[src/rtl/sram_arbiter.sv]
// sram_arbiter: shares one SRAM controller between the instruction read port and the data read/write port.
// Strobe rises one cycle after a grant; ack follows sram_ready by one cycle. Ties go to data, or round-robin with SRAM_ARB_RR_EN.
module sram_arbiter #(
   parameter int ADDR_W  = 32,
   parameter int WDATA_W = 32,
   parameter int RDATA_W = 64
) (
   input  logic               clk,
   input  logic               rst,
   input  logic               i_req,
   input  logic [ADDR_W-1:0]  i_addr,
   output logic               i_ack,
   output logic [RDATA_W-1:0] i_rdata,
   input  logic               d_req,
   input  logic               d_we,
   input  logic [ADDR_W-1:0]  d_addr,
   input  logic [WDATA_W-1:0] d_wdata,
   output logic               d_ack,
   output logic [RDATA_W-1:0] d_rdata,
   output logic               sram_read,
   output logic               sram_write,
   output logic [ADDR_W-1:0]  sram_address,
   output logic [WDATA_W-1:0] sram_wdata,
   input  logic [RDATA_W-1:0] sram_rdata,
   input  logic               sram_ready,
   output logic               busy,
   output logic               grant_d
);

   typedef enum logic [1:0] {IDLE, BUSY, DONE} state_t;

   state_t             state;
   state_t             state_nxt;
   logic               grant;
   logic               win_d;
   logic               we_q;
   logic               gnt_d_q;
   logic [ADDR_W-1:0]  addr_q;
   logic [WDATA_W-1:0] wdata_q;
   logic [RDATA_W-1:0] i_rdata_q;
   logic [RDATA_W-1:0] d_rdata_q;

`ifdef SRAM_ARB_RR_EN
   // Remembers which port was granted last; reset value favours data on the first tie.
   logic last_d;

   always_ff @(posedge clk or negedge rst) begin
      if (!rst) begin
         last_d <= 1'b0;
      end else if (grant) begin
         last_d <= win_d;
      end
   end

   always_comb begin
      win_d = d_req & (~i_req | ~last_d);
   end
`else
   always_comb begin
      win_d = d_req;
   end
`endif

   always_ff @(posedge clk or negedge rst) begin
      if (!rst) begin
         state <= IDLE;
      end else begin
         state <= state_nxt;
      end
   end

   always_comb begin
      state_nxt  = state;
      grant      = 1'b0;
      sram_read  = 1'b0;
      sram_write = 1'b0;
      i_ack      = 1'b0;
      d_ack      = 1'b0;
      busy       = 1'b0;
      case (state)
         IDLE: begin
            if (i_req | d_req) begin
               grant     = 1'b1;
               state_nxt = BUSY;
            end
         end
         BUSY: begin
            busy       = 1'b1;
            sram_read  = ~we_q;
            sram_write = we_q;
            if (sram_ready) begin
               state_nxt = DONE;
            end
         end
         DONE: begin
            busy      = 1'b1;
            i_ack     = ~gnt_d_q;
            d_ack     = gnt_d_q;
            state_nxt = IDLE;
         end
         default: begin
            state_nxt = IDLE;
         end
      endcase
   end

   // Request fields are captured once at grant; requester inputs are don't-care afterwards.
   always_ff @(posedge clk or negedge rst) begin
      if (!rst) begin
         we_q    <= 1'b0;
         gnt_d_q <= 1'b0;
         addr_q  <= '0;
         wdata_q <= '0;
      end else if (grant) begin
         we_q    <= win_d & d_we;
         gnt_d_q <= win_d;
         addr_q  <= win_d ? d_addr : i_addr;
         wdata_q <= d_wdata;
      end
   end

   always_ff @(posedge clk or negedge rst) begin
      if (!rst) begin
         i_rdata_q <= '0;
         d_rdata_q <= '0;
      end else if (state == BUSY && sram_ready && !we_q) begin
         if (gnt_d_q) begin
            d_rdata_q <= sram_rdata;
         end else begin
            i_rdata_q <= sram_rdata;
         end
      end
   end

   assign sram_address = addr_q;
   assign sram_wdata   = wdata_q;
   assign i_rdata      = i_rdata_q;
   assign d_rdata      = d_rdata_q;
   assign grant_d      = gnt_d_q;

endmodule

[config.mk]
export PLATFORM = sky130hd
export DESIGN_NAME = sram_arbiter
export DESIGN_NICKNAME = d
export VERILOG_FILES = /design/src/rtl/sram_arbiter.sv
export SDC_FILE = /design/constraint.sdc
export NUM_CORES = 1
export LEC_CHECK = 0
export ABC_AREA = 0
export BUFFER_PORTS_ARGS = -buffer_cell sky130_fd_sc_hd__buf_2
export CAP_MARGIN = 20
export CORE_MARGIN = 8
export CORE_UTILIZATION = 51
export CTS_CLUSTER_SIZE = 28
export DETAILED_ROUTE_END_ITERATION = 6
export GPL_TIMING_DRIVEN = 1
export PLACE_DENSITY = 0.86
export RECOVER_POWER = 25
export SYNTH_ARGS = -nofsm -noshare
export SYNTH_HDL_FRONTEND = slang
export SYNTH_SLANG_ARGS = --single-unit
[constraint.sdc]
create_clock -name clk -period 3.55 [get_ports clk]
set_clock_uncertainty 0.05 [all_clocks]
set_input_delay 0.5325 -clock clk [delete_from_list [all_inputs] [get_ports clk]]
set_output_delay 0.5325 -clock clk [all_outputs]
set_load 0.05 [all_outputs]
==> results of run 1 <==
stage by stage:
step | instances | util | instance area, um2 | setup WS [ns] | hold WS (ns)
2_1_floorplan | 504 | - | 7964 | 1.528 | 0.1869
3_3_place_gp | 1058 | 0.6495 | 9911 | 1.253 | 0.4057
3_5_place_dp | 1058 | 0.6495 | 9911 | 1.154 | 0.4148
4_1_cts | 1090 | 0.6894 | 10520 | 1.156 | 0.04042
5_1_grt | 1092 | 0.6890 | 10510 | 0.9572 | 0.2537
6_report | 1092 | 0.6890 | 10510 | 1.166 | 0.2785
flip-flops by register name (all words and copies together) (netlist names):
register / cells
d_rdata: 64
i_rdata: 64
sram_address: 32
sram_wdata: 32
state: 2
grant_d: 1
we_q: 1
area by class of cell:
class	instances	area share
flip-flops and latches	196	0.4666
clock buffers	19	0.04308
repair buffers	370	0.1811
well taps	211	0.02511
inverters	2	0.0007141
diodes	2	0.0004761
clock inverters	13	0.01476
multi-input cells	279	0.2681
layout by cell type (no fill, tap or decap), drive strengths merged:
cell type / n
mux2i: 32
buf: 368
clkbuf: 21
ha: 4
clkinv: 4
nor2: 1
a21oi: 1
o21a: 1
nand3: 2
nand2: 37
o21ai: 34
dfrtp: 196
nor2b: 3
and3b: 1
inv: 10
diode: 2
bufinv: 1
and2: 2
mux2: 161
path summary, 6_finish.rpt:
check / depth (start not counted) / start / endpoint / slack, ns
setup / recovery: 6 / state[1] / i_rdata[10] / 1.17
hold / removal: 2 / d_wdata[12] / sram_wdata[12] / 0.28
setup reg to reg: 6 / state[1] / i_rdata[10] / 1.17
hold reg to reg: 2 / sram_address[29] / sram_address[29] / 0.42
max in group asynchronous: 2 / rst / sram_address[29] / 1.37
min in group asynchronous: 1 / rst / d_rdata[15] / 0.48
per-layer routing:
| layer | global-route usage | part of all wire |
|---|---|---|
| met3 | 0.08238 | 0.087 |
| met2 | 0.3904 | 0.53 |
| met4 | 0.09729 | 0.023 |
| met5 | 0 | 0 |
| met1 | 0.2373 | 0.36 |
cells by family (layout without fill, tap and decap cells):
| group | Yosys count | count (layout) | share of synthesized area |
|---|---|---|---|
| adders and majority gates | 4 | 4 | 0.006285 |
| and+or+nand+nor | 46 | 46 | 0.02671 |
| buffers and inverters | 29 | 404 | 0.03064 |
| AOI/OAI and AO/OA | 36 | 36 | 0.02435 |
| muxes | 193 | 193 | 0.2962 |
| other | 0 | 2 | 0 |
| DFF | 196 | 196 | 0.6159 |
worst register-to-register path: cells and delay by family, from the launching register on:
family        cells  cell delay (ns)
fa+ha+maj         1             0.19
buf+inv           2             0.47
flops             1             0.40
mux               1             0.38
simple gates      2             0.79
==> impl_metrics.csv, run 1 <==
group,metric,value,unit
drt,first_iter_violations,184,
grt,antenna_found_initial,2,
drt,routed-via-count,5461,
setup_path,cp_num_buf_inv,2,
setup_path,worst_path_largest_cell_delay,0.60,ns
drt,wl_per_cell,20.33,um
floorplanning,ios,364,
floorplanning,row_count,45,
job,drv_cap,1,
floorplanning,die_h,141.0,um
synth,synth_most_common_cell,"dfrtp_1",
placed_design,dpl.hpwl,17380,um
setup_path,crit_arrival,2.65,ns
cts,clkLatencyLatePin,0.42,ns
setup_path,cp_top_family,"simple AND/OR/NAND/NOR gates",
grt,grt-ovfl-total,0,
finish,area_growth,32.00,%
setup_path,startpoint_type,"register",
synth,ys_ff_latch,196,
grt,grt_max_degree,96,
drt,ant_nets,0,
drt,drc_errors,0,
synth,yosysTopAreaCell,"dfrtp_1",
cts,clockRootBuffer,"clkbuf_16",
grt,grt_pass1_wl,33750,um
cts,clockBufferDepth,2,
cts,cts_setup_buffers,0,
timing,min_period_over_period,0.6715,
status,status,"finished with violations",
synth,synth_top_area_frac,0.6159,
timing,rsz0062_at_grt,"false",
finish,layout-drive-gt1-share,0.6394,
cts,cts-buffers-inserted,17,
placed_design,gp_congestion,0.7919,
synth,synth_area_leaders,"dfrtp_1, mux2_2, mux2_4, mux2i_1, o21ai_0",
synth,async_flop_share,1.000,
drt,wirelength,22200,um
synth,netlist_area,0.007964,mm2
synth,synth_commonest_cells,"dfrtp_1, mux2_2, mux2_4, nand2_1, o21ai_0",
finish,regArea,0.004905,mm2
setup_path,crit_fanout,38,
min_path,hp-class,"in -> reg",
setup_path,path_cells,"inv_1, ha_1, nor2b_4, and3b_4, buf_12, mux2_4",
synth,yosysUniqueCellTypes,24,
cts,cts_resized,0,
floorplanning,dieArea,0.01987,mm2
setup_path,path_class,"reg -> reg",
status,violations,"capacitance limit, slew limit",
cts,clkTransAtPathRegs,0.08,ns
drt,firstDrtPassIters,4,
floorplanning,core,0.01526,mm2
grt,grt_pass1_vias,5977,
grt,grt_use_total,0.2230,
cts,htreeDepth,4,
timing,max_freq,419.5,MHz
drt,viasPerCell,5.001,
timing,finalMaxSlewViolations,70,
timing,fin_setup_tns,0,ns
synth,syn_avg_cell_area,15.80,um2
timing,maxSlewHeadroom,-0.1130,
timing,hold_viol,0,
placed_design,numPortBuffers,363,
timing,setup_viol,0,
synth,syn-instance-count,504,
finish,multi_input_area,0.002819,mm2
floorplanning,chipWidth,141.0,um
cts,cts-hold-fix-buffers,0,
cts,cts_sinks,196,
setup_path,cp.required,3.82,ns
synth,synth_seq_area_share,0.6159,
timing,tightest_slew,1.669,ns
synth,synth_edf_count,0,
setup_path,slowest_stage,"and3b_4",
cts,cts_tree,"yes",
synth,synth_nets,674,
synth,synth_warnings,0,
setup_path,end_kind,"register",
synth,ys.flop_type,"dfrtp_1",
timing,finalCriticalPeriod,2.384,ns
finish,fill_cells,1095,
finish,nets,1036,
floorplanning,start_util,0.5219,
Power of run 1 is not shown: default switching activity piles up to over one toggle a cycle in this logic, so the estimate is an artifact.
==> run 2, diff against run 1 <==
--- a/config.mk
+++ b/config.mk
@@ -5,15 +5,15 @@
 export SDC_FILE = /design/constraint.sdc
 export NUM_CORES = 1
 export LEC_CHECK = 0
-export ABC_AREA = 0
+export ABC_AREA = 1
 export BUFFER_PORTS_ARGS = -buffer_cell sky130_fd_sc_hd__buf_2
 export CAP_MARGIN = 20
 export CORE_MARGIN = 8
-export CORE_UTILIZATION = 51
+export CORE_UTILIZATION = 43
 export CTS_CLUSTER_SIZE = 28
 export DETAILED_ROUTE_END_ITERATION = 6
 export GPL_TIMING_DRIVEN = 1
-export PLACE_DENSITY = 0.86
+export PLACE_DENSITY = 0.77
 export RECOVER_POWER = 25
 export SYNTH_ARGS = -nofsm -noshare
 export SYNTH_HDL_FRONTEND = slang
==> constraint.sdc (replaced) <==
create_clock -name clk -period 1.9 [get_ports clk]
set_clock_uncertainty 0.05 [all_clocks]
set_input_delay 0.285 -clock clk [delete_from_list [all_inputs] [get_ports clk]]
set_output_delay 0.285 -clock clk [all_outputs]
set_load 0.05 [all_outputs]
==> impl_metrics.csv, run 2 <==
group,metric,value,unit
status,status,"completed",
min_path,min_path_cells,3,
setup_path,crit_fanout,4,
floorplanning,core,0.01864,mm2
synth,synth_area_leaders,"dfrtp_1, nand2_1, nand3_1, buf_2, buf_4",
setup_path,path_class,"reg -> out",
finish,layout_common_cells,"nand2_1, buf_2, dfrtp_1, nand3_1, dlygate4sd3_1",
cts,cts_tree,"yes",
synth,synth_compound_area_frac,0.003237,
setup_path,worst_path_largest_cell_delay,0.41,ns
synth,ys_ff_latch,196,
placed_design,numPortBuffers,363,
grt,grt_max_degree,66,
setup_path,reg2regPathDepth,8,
power,power_density,2176,mW/mm2
timing,maxSlewHeadroom,0.5241,
timing,setup_viol,0,
drt,drc_errors,0,
setup_path,r2r_end,"d_rdata[50]",
timing,max_freq,556.9,MHz
finish,final_core_utilization,0.5967,
placed_design,gp_congestion,0.8098,
drt,first_iter_violations,373,
cts,htreeDepth,4,
setup_path,reg2reg_from,"state[1]",
setup_path,reg2reg_slack,0.20,ns
finish,layout-drive-gt1-share,0.3213,
placed_design,dpl.hpwl,19640,um
drt,ant_nets,0,
cts,cts-buffers-inserted,17,
floorplanning,ios,364,
setup_path,cp.required,1.56,ns
synth,synth_simple_gate_area_frac,0.3407,
finish,fill_cells,1616,
synth,synth_seq_area_share,0.6043,
synth,synth_commonest_cells,"nand2_1, dfrtp_1, nand3_1, buf_2, buf_4",
power,p_switching,13.44,mW
synth,syn_avg_cell_area,8.385,um2
synth,synth-adder-area-share,0.006166,
job,drv_cap,0,
min_path,hp-class,"in -> reg",
power,p_seq_frac,0.295,
setup_path,slowest_stage,"dfrtp_1",
timing,finalCriticalPeriod,1.796,ns
power,power,24.21,mW
floorplanning,start_util,0.4354,
power,ir_worst_vdd,1.325,mV
timing,rsz0062_at_grt,"false",
synth,synth_most_common_cell,"nand2_1",
grt,grt_pass1_vias,7899,
cts,clockRootBuffer,"clkbuf_16",
timing,hold_viol,0,
power,switching_share,0.5552,
grt,antenna_found_initial,2,
min_path,min_to,"sram_wdata[31]",
setup_path,end_kind,"output pin",
synth,yosysTopAreaCell,"dfrtp_1",
timing,finalMaxSlewViolations,0,
grt,grt-ovfl-total,0,
drt,routed-via-count,7826,
setup_path,cp_top_family,"flip-flops",
synth,synth_top_family_by_area,"simple AND/OR/NAND/NOR gates",
synth,synth_top_area_frac,0.6043,
floorplanning,row_count,50,
drt,wirelength,26870,um
finish,area_growth,37.06,%
synth,synth_edf_count,0,
drt,wl_per_cell,16.80,um
cts,clkTransAtPathRegs,0.07,ns
synth,synth_mux_area_frac,0,
floorplanning,chipWidth,153.4,um
timing,holdWs,0.02102,ns
timing,fin_setup_tns,0,ns
synth,synth_warnings,0,
cts,clockBufferDepth,2,
synth,synth_nets,1138,
grt,grt_pass1_wl,42520,um
min_path,min_from,"d_wdata[31]",
finish,layout_commonest_cell,"nand2_1",
synth,syn-instance-count,968,
synth,yosysUniqueCellTypes,14,
setup_path,path_cells,"inv_2, ha_2, inv_1, nor2_1, buf_6",
timing,min_period_over_period,0.9451,
setup_path,cp_num_buf_inv,3,
timing,tightest_slew,0.7139,ns
synth,async_flop_share,1.000,
placed_design,pre_cts_slack,0.1621,ns
cts,cts_sinks,196,
power,p_comb_frac,0.558,
floorplanning,dieArea,0.02353,mm2
finish,nets,1520,
grt,grt_use_total,0.2254,
synth,ys.flop_type,"dfrtp_1",
setup_path,startpoint_type,"register",
power,leakagePower,6.615,nW
synth,synth-xor-area-share,0,
drt,viasPerCell,4.894,
cts,clkLatencyLatePin,0.42,ns
power,internal-power,10.77,mW
floorplanning,die_h,153.4,um
setup_path,crit_arrival,1.46,ns
timing,fin_ws,0.1044,ns
power,pwr-share-clk,0.147,
drt,firstDrtPassIters,5,
synth,netlist_area,0.008117,mm2
## run 2: cell types whose count changed in the layout (fill, tap and decap cells not counted), sizes merged, moves of 27 or more
cell	before	now
nand2	37	560
mux2	161	0
nand3	2	129
mux2i	32	0
o21ai	34	3
dlygate4sd3	0	27
## run 2: worst max path at each step
stage / from / end / depth (start not counted)
CTS: state[0] / i_ack / 5
global placement: state[1] / d_rdata[39] / 8
floorplan: grant_d / i_ack / 4
detailed placement: state[1] / d_rdata[50] / 8
finish: state[1] / sram_read / 5
global route: state[0] / i_ack / 5
## run 2: tightest hold or removal path, cell delays in order
cell and delay (ns):
buf_2 0.07, nand2_1 0.04, nand2_1 0.06
## run 2: final cells by class
type / instances / area, um2 / share of cell area
Timing Repair Buffer: 425 / 2435 / 0.2189
Tap cell: 234 / 292.8 / 0.02632
Inverter: 10 / 37.54 / 0.003374
Antenna cell: 2 / 5.005 / 0.0004499
Sequential cell: 196 / 4906 / 0.4410
Multi-Input combinational cell: 700 / 2859 / 0.2570
Clock inverter: 13 / 136.4 / 0.01226
Clock buffer: 19 / 452.9 / 0.04072
## run 2: power by group through the flow
stage | clock network [mW] | logic (mW) | registers [mW]
2_1_floorplan | 0 | 3.28 | 13.7
3_3_place_gp | 0 | 13.2 | 7.19
3_5_place_dp | 0 | 13.4 | 7.21
4_1_cts | 3.64 | 13.5 | 7.18
5_1_grt | 3.80 | 14.3 | 7.37
6_report | 3.55 | 13.5 | 7.15
## run 2: cells by family (layout without fill, tap and decap cells)
logic type / after synthesis / count (layout)
AOI/OAI and AO/OA: 3 / 3
buffers and inverters: 72 / 467
other: 0 / 2
DFF: 196 / 196
and+or+nand+nor: 693 / 693
adders and majority gates: 4 / 4
## run 2: timing repair
| action | CTS | global route |
|---|---|---|
| endpoints found under the hold margin | 68 | 0 |
| endpoints found under the setup margin | 4 | 5 |
| gates resized for setup | 4 | 7 |
| hold buffers | 27 | 0 |
| setup buffers | 0 | 5 |
## run 2: per-layer routing
layer,share of wire,global-route usage,vias to the layer above
li1,-,-,3775
met1,0.39,0.2611,3594
met2,0.49,0.3714,402
met3,0.093,0.07274,55
met4,0.035,0.1120,0
met5,0,0,-
## run 2: per-stage QoR
step,area [um2],std cells
global placement,10250,1533
CTS,11120,1592
floorplan,8120,968
detailed placement,10250,1533
global route,11120,1599
finish,11120,1599
Note: power is estimated with default switching activity, not from simulation.
==> run 3, diff against run 2 <==
==> config.mk (replaced) <==
export PLATFORM = sky130hd
export DESIGN_NAME = sram_arbiter
export DESIGN_NICKNAME = d
export VERILOG_FILES = /design/src/rtl/sram_arbiter.sv
export SDC_FILE = /design/constraint.sdc
export NUM_CORES = 1
export LEC_CHECK = 0
export BUFFER_PORTS_ARGS = -buffer_cell sky130_fd_sc_hd__buf_2
export CAP_MARGIN = 20
export CORE_MARGIN = 8
export CORE_UTILIZATION = 42
export CTS_CLUSTER_SIZE = 28
export DETAILED_ROUTE_END_ITERATION = 6
export GPL_TIMING_DRIVEN = 1
export PLACE_DENSITY = 0.76
export RECOVER_POWER = 25
export SKIP_LAST_GASP = 1
export SYNTH_ARGS = -nofsm -noshare
export SYNTH_HDL_FRONTEND = slang
export SYNTH_SLANG_ARGS = --single-unit
==> impl_metrics.csv, run 3 (synthesis gave the netlist of run 1 again) <==
group,metric,value,unit
finish,layout_common_cells,"buf_2, dfrtp_1, mux2_2, mux2_4, nand2_1",
floorplanning,die_h,153.7,um
timing,finalMaxSlewViolations,0,
drt,first_iter_violations,140,
finish,layout-drive-gt1-share,0.6455,
finish,layout_commonest_cell,"buf_2",
grt,grt_max_degree,63,
placed_design,numPortBuffers,363,
cts,clockRootBuffer,"clkbuf_16",
grt,grt_pass1_wl,34260,um
setup_path,startpoint_type,"register",
timing,fin_setup_tns,0,ns
finish,nets,1054,
min_path,hp-class,"in -> reg",
grt,grt-ovfl-total,0,
setup_path,r2r_end,"i_rdata[42]",
floorplanning,start_util,0.4272,
finish,final_core_utilization,0.5738,
floorplanning,row_count,50,
min_path,min_to,"sram_wdata[12]",
cts,cts_sinks,196,
setup_path,cp.required,2.16,ns
drt,firstDrtPassIters,5,
timing,setup_viol,0,
drt,routed-via-count,5426,
setup_path,crit_arrival,2.11,ns
placed_design,dpl.hpwl,17270,um
setup_path,end_kind,"register",
drt,wirelength,21840,um
timing,rsz0062_at_grt,"true",
cts,cts_tree,"yes",
min_path,min_from,"d_wdata[12]",
cts,clockBufferDepth,2,
setup_path,reg2reg_slack,0.04,ns
setup_path,crit_fanout,10,
setup_path,reg2regPathDepth,6,
floorplanning,chipWidth,153.7,um
timing,maxSlewHeadroom,0.4259,
cts,clkLatencyLatePin,0.42,ns
floorplanning,core,0.01864,mm2
cts,clkTransAtPathRegs,0.08,ns
timing,tightest_slew,0.8612,ns
placed_design,pre_cts_slack,0.01525,ns
grt,grt_pass1_vias,5972,
finish,area_growth,34.33,%
drt,drc_errors,0,
status,status,"completed",
grt,antenna_found_initial,0,
timing,fin_ws,0.04231,ns
min_path,min_path_cells,2,
job,drv_cap,0,
timing,hold_viol,0,
grt,grt_use_total,0.1844,
floorplanning,dieArea,0.02362,mm2
placed_design,gp_congestion,0.8123,
cts,htreeDepth,4,
drt,viasPerCell,4.793,
timing,finalCriticalPeriod,1.858,ns
placed_design,dp_cells,1098,
setup_path,reg2reg_from,"state[1]",
drt,ant_nets,0,
drt,wl_per_cell,19.30,um
floorplanning,ios,364,
setup_path,path_class,"reg -> reg",
cts,cts-buffers-inserted,17,
timing,max_freq,538.3,MHz
finish,instances_no_fill,1132,
timing,min_period_over_period,0.9777,
run 3: cell types whose count changed in the layout (fill, tap and decap cells not counted), sizes merged, moves of 2 or more:
cell	delta
nand2	-523
buf	-9
mux2i	+32
clkbuf	-3
inv	-8
mux2	+161
nor2b	+3
nor2	-3
and2	+2
o21ai	+31
dlygate4sd3	-26
clkinv	+2
nand3	-127
run 3: final cells by class:
class / instances / area [um2]
Timing Repair Buffer: 388 / 2072
Sequential cell: 196 / 4906
Antenna cell: 1 / 2.502
Multi-Input combinational cell: 279 / 2831
Clock inverter: 14 / 156.4
Inverter: 2 / 7.507
Tap cell: 234 / 292.8
Clock buffer: 18 / 429.2
Fill cell: 1529 / 7945
run 3: worst max path at each step:
stage,start,to
4_1_cts,state[1],i_rdata[42]
3_3_place_gp,state[1],i_rdata[38]
3_5_place_dp,state[1],i_rdata[2]
6_report,state[1],i_rdata[42]
2_1_floorplan,state[1],i_rdata[10]
5_1_grt,state[1],i_rdata[49]
run 3: repair_timing:
item	4_1_cts	5_1_grt
pin swaps	0	1
buffers inserted	0	0
setup endpoints to repair	4	25
hold endpoints to repair	54	0
hold buffers	1	0
gates resized for setup	4	1
run 3: per-stage QoR:
step           hold slack (ns)  instance area (um2)
2_1_floorplan         -0.06059                 7976
3_3_place_gp            0.2778                10150
3_5_place_dp            0.2828                10150
4_1_cts               0.009006                10760
5_1_grt               0.005901                10700
6_report               0.02993                10700
run 3: worst max-delay path, cell delays in order, from the launching register on:
cell,delay (ns)
dfrtp_1,0.40
inv_2,0.10
ha_4,0.13
nor2b_4,0.17
and3b_4,0.30
buf_4,0.26
mux2_4,0.32
run 3: routing by layer:
| metal | share of wire | GRT usage | vias up |
|---|---|---|---|
| li1 | - | - | 2534 |
| met3 | 0.089 | 0.07483 | 21 |
| met5 | 0 | 0 | - |
| met1 | 0.40 | 0.2184 | 2624 |
| met4 | 0.015 | 0.04900 | 0 |
| met2 | 0.49 | 0.3063 | 247 |
Power of run 3 is left out for the same reason.
